[config.mk]
export PLATFORM = sky130hd
export DESIGN_NAME = mem_port_arbiter
export DESIGN_NICKNAME = d
export VERILOG_FILES = /design/src/rtl/mem_port_arbiter.sv
export SDC_FILE = /design/constraint.sdc
export NUM_CORES = 1
export LEC_CHECK = 0
export BUFFER_PORTS_ARGS = -buffer_cell sky130_fd_sc_hd__buf_2
export CORE_AREA = 2 2 107 109
export DETAILED_ROUTE_END_ITERATION = 12
export DIE_AREA = 0 0 109 111
export PLACE_DENSITY = 0.46
export SYNTH_ARGS = -nofsm -noshare
export SYNTH_HDL_FRONTEND = slang
export SYNTH_SLANG_ARGS = --single-unit
[constraint.sdc]
create_clock -name i_clk -period 2.24 [get_ports i_clk]
set_input_delay 0.112 -clock i_clk [delete_from_list [all_inputs] [get_ports i_clk]]
set_output_delay 0.112 -clock i_clk [all_outputs]
set_load 0.05 [all_outputs]
[src/rtl/mem_port_arbiter.sv]
// Arbiter sharing one single-ported memory between instruction fetch (imem) and data access (dmem).
// Optional starvation guard for imem is enabled by defining MEM_ARB_STARVE_GUARD_EN.
module mem_port_arbiter #(
  parameter logic RESET_OWNER  = 1'b0,
  parameter int   STARVE_LIMIT = 4
) (
  input  logic        i_clk,
  input  logic        i_rst_n,
  input  logic        i_imem_valid,
  output logic        o_imem_ready,
  input  logic [31:0] i_imem_addr,
  output logic        o_imem_rvalid,
  output logic [31:0] o_imem_rdata,
  input  logic        i_dmem_valid,
  output logic        o_dmem_ready,
  input  logic [31:0] i_dmem_addr,
  input  logic        i_dmem_wen,
  input  logic [31:0] i_dmem_wdata,
  input  logic [3:0]  i_dmem_mask,
  output logic        o_dmem_rvalid,
  output logic [31:0] o_dmem_rdata,
  output logic        o_mem_valid,
  input  logic        i_mem_ready,
  output logic [31:0] o_mem_addr,
  output logic        o_mem_wen,
  output logic [31:0] o_mem_wdata,
  output logic [3:0]  o_mem_mask,
  input  logic        i_mem_rvalid,
  input  logic [31:0] i_mem_rdata,
  output logic        o_owner,
  output logic        o_busy
);

  typedef enum logic [1:0] {
    S_IDLE     = 2'd0,
    S_HOLD     = 2'd1,
    S_WAIT_RSP = 2'd2
  } state_t;

  state_t      r_state;
  logic        r_owner;
  logic [3:0]  w_starve_cnt;
  logic        w_any_req;
  logic        w_force_imem;
  logic        w_grant;
  logic        w_sel;
  logic        w_issue;
  logic        w_hs;
  logic        w_rsp;
  logic [31:0] w_addr;

  assign w_any_req = i_imem_valid | i_dmem_valid;

  // The counter is constant zero when the guard is compiled out, so with
  // STARVE_LIMIT >= 1 this never forces imem and dmem keeps strict priority.
  assign w_force_imem = i_imem_valid && (w_starve_cnt == 4'(STARVE_LIMIT));

  // With no request pending the grant keeps pointing at the last owner.
  assign w_grant = w_force_imem ? 1'b0 :
                   i_dmem_valid ? 1'b1 :
                   i_imem_valid ? 1'b0 : r_owner;

  assign w_sel   = (r_state == S_IDLE) ? w_grant : r_owner;

  assign w_issue = i_rst_n && (((r_state == S_IDLE) && w_any_req) || (r_state == S_HOLD));
  assign w_hs    = w_issue && i_mem_ready;
  assign w_rsp   = i_rst_n && (r_state == S_WAIT_RSP) && i_mem_rvalid;

  assign w_addr  = w_sel ? i_dmem_addr : i_imem_addr;

  assign o_mem_valid   = w_issue;
  assign o_imem_ready  = w_hs && !w_sel;
  assign o_dmem_ready  = w_hs &&  w_sel;
  assign o_mem_addr    = i_rst_n ? (w_addr & 32'hFFFF_FFFC) : 32'h0;
  assign o_mem_wen     = i_rst_n && w_sel && i_dmem_wen;
  assign o_mem_wdata   = (i_rst_n && w_sel) ? i_dmem_wdata : 32'h0;
  assign o_mem_mask    = !i_rst_n ? 4'h0 : (w_sel ? i_dmem_mask : 4'hF);

  assign o_imem_rvalid = w_rsp && !r_owner;
  assign o_dmem_rvalid = w_rsp &&  r_owner;
  assign o_imem_rdata  = o_imem_rvalid ? i_mem_rdata : 32'h0;
  assign o_dmem_rdata  = o_dmem_rvalid ? i_mem_rdata : 32'h0;

  assign o_owner = (i_rst_n && (r_state == S_IDLE)) ? w_grant : r_owner;
  assign o_busy  = (r_state != S_IDLE);

  always_ff @(posedge i_clk or negedge i_rst_n) begin
    if (!i_rst_n) begin
      r_state <= S_IDLE;
      r_owner <= RESET_OWNER;
    end else begin
      case (r_state)
        S_IDLE: begin
          if (w_any_req) begin
            r_owner <= w_grant;
            r_state <= i_mem_ready ? S_WAIT_RSP : S_HOLD;
          end
        end
        S_HOLD: begin
          if (i_mem_ready) r_state <= S_WAIT_RSP;
        end
        S_WAIT_RSP: begin
          if (i_mem_rvalid) r_state <= S_IDLE;
        end
        default: r_state <= S_IDLE;
      endcase
    end
  end

`ifdef MEM_ARB_STARVE_GUARD_EN
  logic [3:0] r_starve_cnt;

  // Counts back-to-back dmem wins over a waiting imem; any other handshake resets it.
  always_ff @(posedge i_clk or negedge i_rst_n) begin
    if (!i_rst_n) begin
      r_starve_cnt <= 4'd0;
    end else if (w_hs) begin
      if (w_sel && i_imem_valid) r_starve_cnt <= r_starve_cnt + 4'd1;
      else                       r_starve_cnt <= 4'd0;
    end
  end

  assign w_starve_cnt = r_starve_cnt;
`else
  assign w_starve_cnt = 4'd0;
`endif

endmodule

## Yosys cells after proc, flatten, opt, wreduce, memory -nomap -nowiden

Index checks and enable logic that the tools add are counted.

- Bits in registers: 3
- Output and inout port bits: 140
- Word-level logic and storage cells: 43

- Equality and inequality tests: 5
- Mux-type cells: 16
- Bitwise gates (word level): 1
- Reductions and logical operators: 19

Operators by type and width:

| operator | count |
|---|---|
| two-way mux 32 bit | 5 |
| logical AND 1 bit | 12 |
| two-way mux 2 bit | 4 |
| two-way mux 4 bit | 2 |
| inequality test 2 bit, second input constant | 3 |
| one-hot mux 2 bit (3 select lines) | 1 |
| two-way mux 1 bit | 4 |
| AND reduction 3 bit | 1 |
| equality test 2 x 1 -> 1 bit, second input constant | 1 |
| equality test 2 bit, second input constant | 1 |
| zero test 1 bit | 2 |
| zero test 2 bit | 1 |
| AND reduction 2 bit | 1 |
| nonzero test 2 bit | 1 |
| logical OR 1 bit | 1 |
| OR 1 bit | 1 |

## Logic depth before layout (Yosys ltp)

- Depth after elaboration: 6
- Mapped depth: 6
- Depth with buffers taken out: 4

## Least setup slack after synthesis

Ideal clock, no wire load.

- Path type: flip-flop to output port
- Start: register r_state[1]
- End: output o_mem_addr[10]
- Arrival: 2.106 ns
- Required time: 2.128 ns
- Setup slack: 0.022 ns
- Cell stages (with the launch flop): 6
- Path through: dfrtp_1 > or3b_1 > a22oi_2 > buf_6 > buf_6 > mux2i_1

- Longest elaborated chain between the ends: 4

Ends and longest elaborated chain:

| what | RTL line | text |
|---|---|---|
| start: declaration | 40 | `state_t r_state;` |
| start signal: assignment | 96 | `r_state <= i_mem_ready ? S_WAIT_RSP : S_HOLD;` |
| zero test 2 bit | 63 | `assign w_sel = (r_state == S_IDLE) ? w_grant : r_owner;` |
| two-way mux 1 bit | 63 |  |
| two-way mux 32 bit | 69 | `assign w_addr = w_sel ? i_dmem_addr : i_imem_addr;` |
| two-way mux 32 bit | 74 | `assign o_mem_addr = i_rst_n ? (w_addr & 32'hFFFF_FFFC) : 32'h0;` |
| end: declaration | 24 | `output logic [31:0] o_mem_addr,` |

Every way passes these cells.

## Worst setup path after layout

- Start: register r_state[1]
- End: output o_mem_addr[19]

Same word-level chain as after synthesis.

==> results.sh <==
export IMPL_status="finished, final reports clean"
export IMPL_first_global_vias=2175
export IMPL_min_to="r_state[0]"
export IMPL_fin_area_sq_mm=0.00314
export IMPL_cp_max_fo=18
export IMPL_cts_buffers=3
export IMPL_coreArea_sq_mm=0.0111
export IMPL_drv_slew=0
export IMPL_r2r_setup_slack_ps=720
export IMPL_rr_startpoint="r_state[1]"
export IMPL_grt_pass1_wl_um=10100
export IMPL_ys_flop_type="dfrtp_1"
export IMPL_yosysTopAreaCell="and2_1"
export IMPL_vdd_drop_max_mv=0.340
export IMPL_fmax_mhz=464
export IMPL_ant_nets=0
export IMPL_drc=0
export IMPL_grt_overflow_total=0
export IMPL_min_period_ps=2150
export IMPL_slowest_stage="dfrtp_2"
export IMPL_syn_to_final_growth_pct=106
export IMPL_power_density_mw_per_mm2=628
export IMPL_syn_cell_area_sq_mm=0.00152
export IMPL_p_leak_uw=0.00211
export IMPL_place_gp_congestion=0.750
export IMPL_whs_path_depth=2
export IMPL_fin_worst_skew_ps=2.47
export IMPL_ys_seq_area_share_pct=4.93
export IMPL_critical_path_endpoint_type="output port"
export IMPL_dr_pass1_iters=4
export IMPL_hold_viol=0
export IMPL_netlist_top_cells_area="and2_1, mux2i_1, nand2_1, and3_1, buf_6"
export IMPL_fin_crit_sh_pct=96.1
export IMPL_r2r_end="r_owner"
export IMPL_viasPerCell=4.02
export IMPL_fill_cells=1234
export IMPL_synth_warnings=0
export IMPL_tritoncts="yes"
export IMPL_holdCritPathClass="in -> reg"
export IMPL_placed_area_sq_mm=0.00297
export IMPL_row_count=39
export IMPL_synth_top_area_share_pct=26.3
export IMPL_fin_nets=639
export IMPL_async_flop_share_pct=100
export IMPL_hold_start="i_mem_ready"
export IMPL_clock_path_buffers=2
export IMPL_initial_utilization_pct=13.7
export IMPL_maxCapViolations=0
export IMPL_worstPathCellList="or3b_1 -> a22oi_2 -> buf_4 -> buf_12 -> mux2i_1 -> buf_4"
export IMPL_die_area_sq_mm=0.0121
export IMPL_ys_ff_latch=3
export IMPL_cpMostUsedCell="buf_4"
export IMPL_cpPeakStageDelay_ps=430
export IMPL_synthTopCellsByCount="and2_1, nand2_1, and3_1, mux2i_1, clkbuf_1"
export IMPL_dr_first_iter_drc_count=51
export IMPL_setup_viol=0
export IMPL_critPathKind="reg -> out"
export IMPL_power_uw=1970
export IMPL_cts_sinks=3
export IMPL_finish_utilization_pct=28.4
export IMPL_synth_edff_count=0
export IMPL_num_io_pins=279
export IMPL_fin_tns_setup_ps=0
export IMPL_drive_gt1_share_pct=57.7
export IMPL_vias=2579
export IMPL_fp_dieW_um=109
export IMPL_required_ps=2130
export IMPL_grt_usage_pct=10.0
export IMPL_ff2ff_path_depth=4
export IMPL_clkTransAtPathRegs_ps=30
export IMPL_hpwl_um=5790
export IMPL_start_kind="register"
export IMPL_syn_inst=241
export IMPL_ys_types=23
export IMPL_routed_wl_um=7220
export IMPL_cts_root_buf="clkbuf_16"
export IMPL_worstPathArrival_ps=2040
export IMPL_insertion_delay_ps=220
export IMPL_htree_levels=1
export IMPL_port_buffer_count=272
export IMPL_syn_avg_cell_area_sq_um=6.31
export IMPL_antennaDiodeCount=0
export IMPL_grt_max_degree=94
export IMPL_antenna_found_initial=0
export IMPL_synthMostInstantiatedCell="and2_1"
export IMPL_wl_per_cell_um=11.2
export IMPL_fp_dieH_um=111
export IMPL_whs_ps=60.3
[area by class of cell]
type | instances | area, sq um | area share (%)
timing repair buffer | 279 | 1500 | 47.9
multi-input combinational | 209 | 1280 | 40.9
tap | 143 | 179 | 5.69
clock buffer | 4 | 78.8 | 2.51
sequential | 3 | 76.3 | 2.43
inverter | 4 | 20.0 | 0.637
[registers in the layout (all words and copies together), names as in the netlist]
signal   cells
r_owner      1
r_state      2
[how the worst max path moves through the flow]
stage                from             end  slack, ps
2_1_floorplan  r_state[1]  o_mem_addr[10]         20
3_3_place_gp   r_state[1]    o_imem_ready        260
3_5_place_dp   r_state[1]    o_imem_ready        220
4_1_cts        r_state[1]  o_mem_addr[27]         30
5_1_grt        r_state[1]  o_mem_addr[19]         -7
6_report       r_state[1]  o_mem_addr[19]         90
[repair_timing]
action                                  CTS  global route
hold buffers                              1             0
buffers inserted                          0             1
gates resized for setup                   2            36
endpoints found under the setup margin    2            48
gates cloned                              0             1
hold endpoints to repair                  3             0
pin swaps                                 0             1
[report_power, final]
part           internal [uW]  switching, uW
registers               65.9           15.3
logic                    477           1130
clock network            235           46.9
[per-stage QoR]
step,worst slack [ps],cells
after floorplan,22.4,242
after global placement,261,635
after detailed placement,221,635
after CTS,28.9,640
after global routing,-6.96,642
final,86.3,642
[layout by cell type (no fill, tap or decap)]
master and instances:
buf_12 2, dfrtp_1 2, nor3_2 3, or3b_1 1, nand2_1 61, clkbuf_1 1, inv_6 1, inv_1 3
nor3_1 4, conb_1 2, buf_4 19, clkbuf_4 2, nand3_1 1, or3b_2 1, nor2_1 1, o21a_1 4
o21ai_0 1, clkbuf_16 4, and2_1 64, buf_2 254, a22oi_2 1, dfrtp_2 1, and3_1 33, dlygate4sd3_1 1
mux2i_1 30, nand2b_1 1, a32o_1 1
[worst max-delay path, delay by kind of cell (launching register included)]
kind | cells | cell delay (ps)
compound gates | 1 | 210
buf+inv | 3 | 580
mux | 1 | 220
simple gates | 1 | 370
flops | 1 | 430
[cells by family after synthesis]
| logic type | synth area share (%) |
|---|---|
| simple gates | 59.7 |
| mux | 19.7 |
| buf+inv | 11.6 |
| compound gates | 3.78 |
| flops | 4.93 |
| other cells | 0.246 |
[metal layers]
metal | global-route usage (%) | share of wire [%] | vias to the layer above
li1 | - | - | 1292
met1 | 10.6 | 36 | 1149
met2 | 20.5 | 56 | 134
met3 | 0.999 | 7.5 | 4
met4 | 1.79 | 0.64 | 0
met5 | 0 | 0 | -
Note: power is estimated with default switching activity, not from simulation.
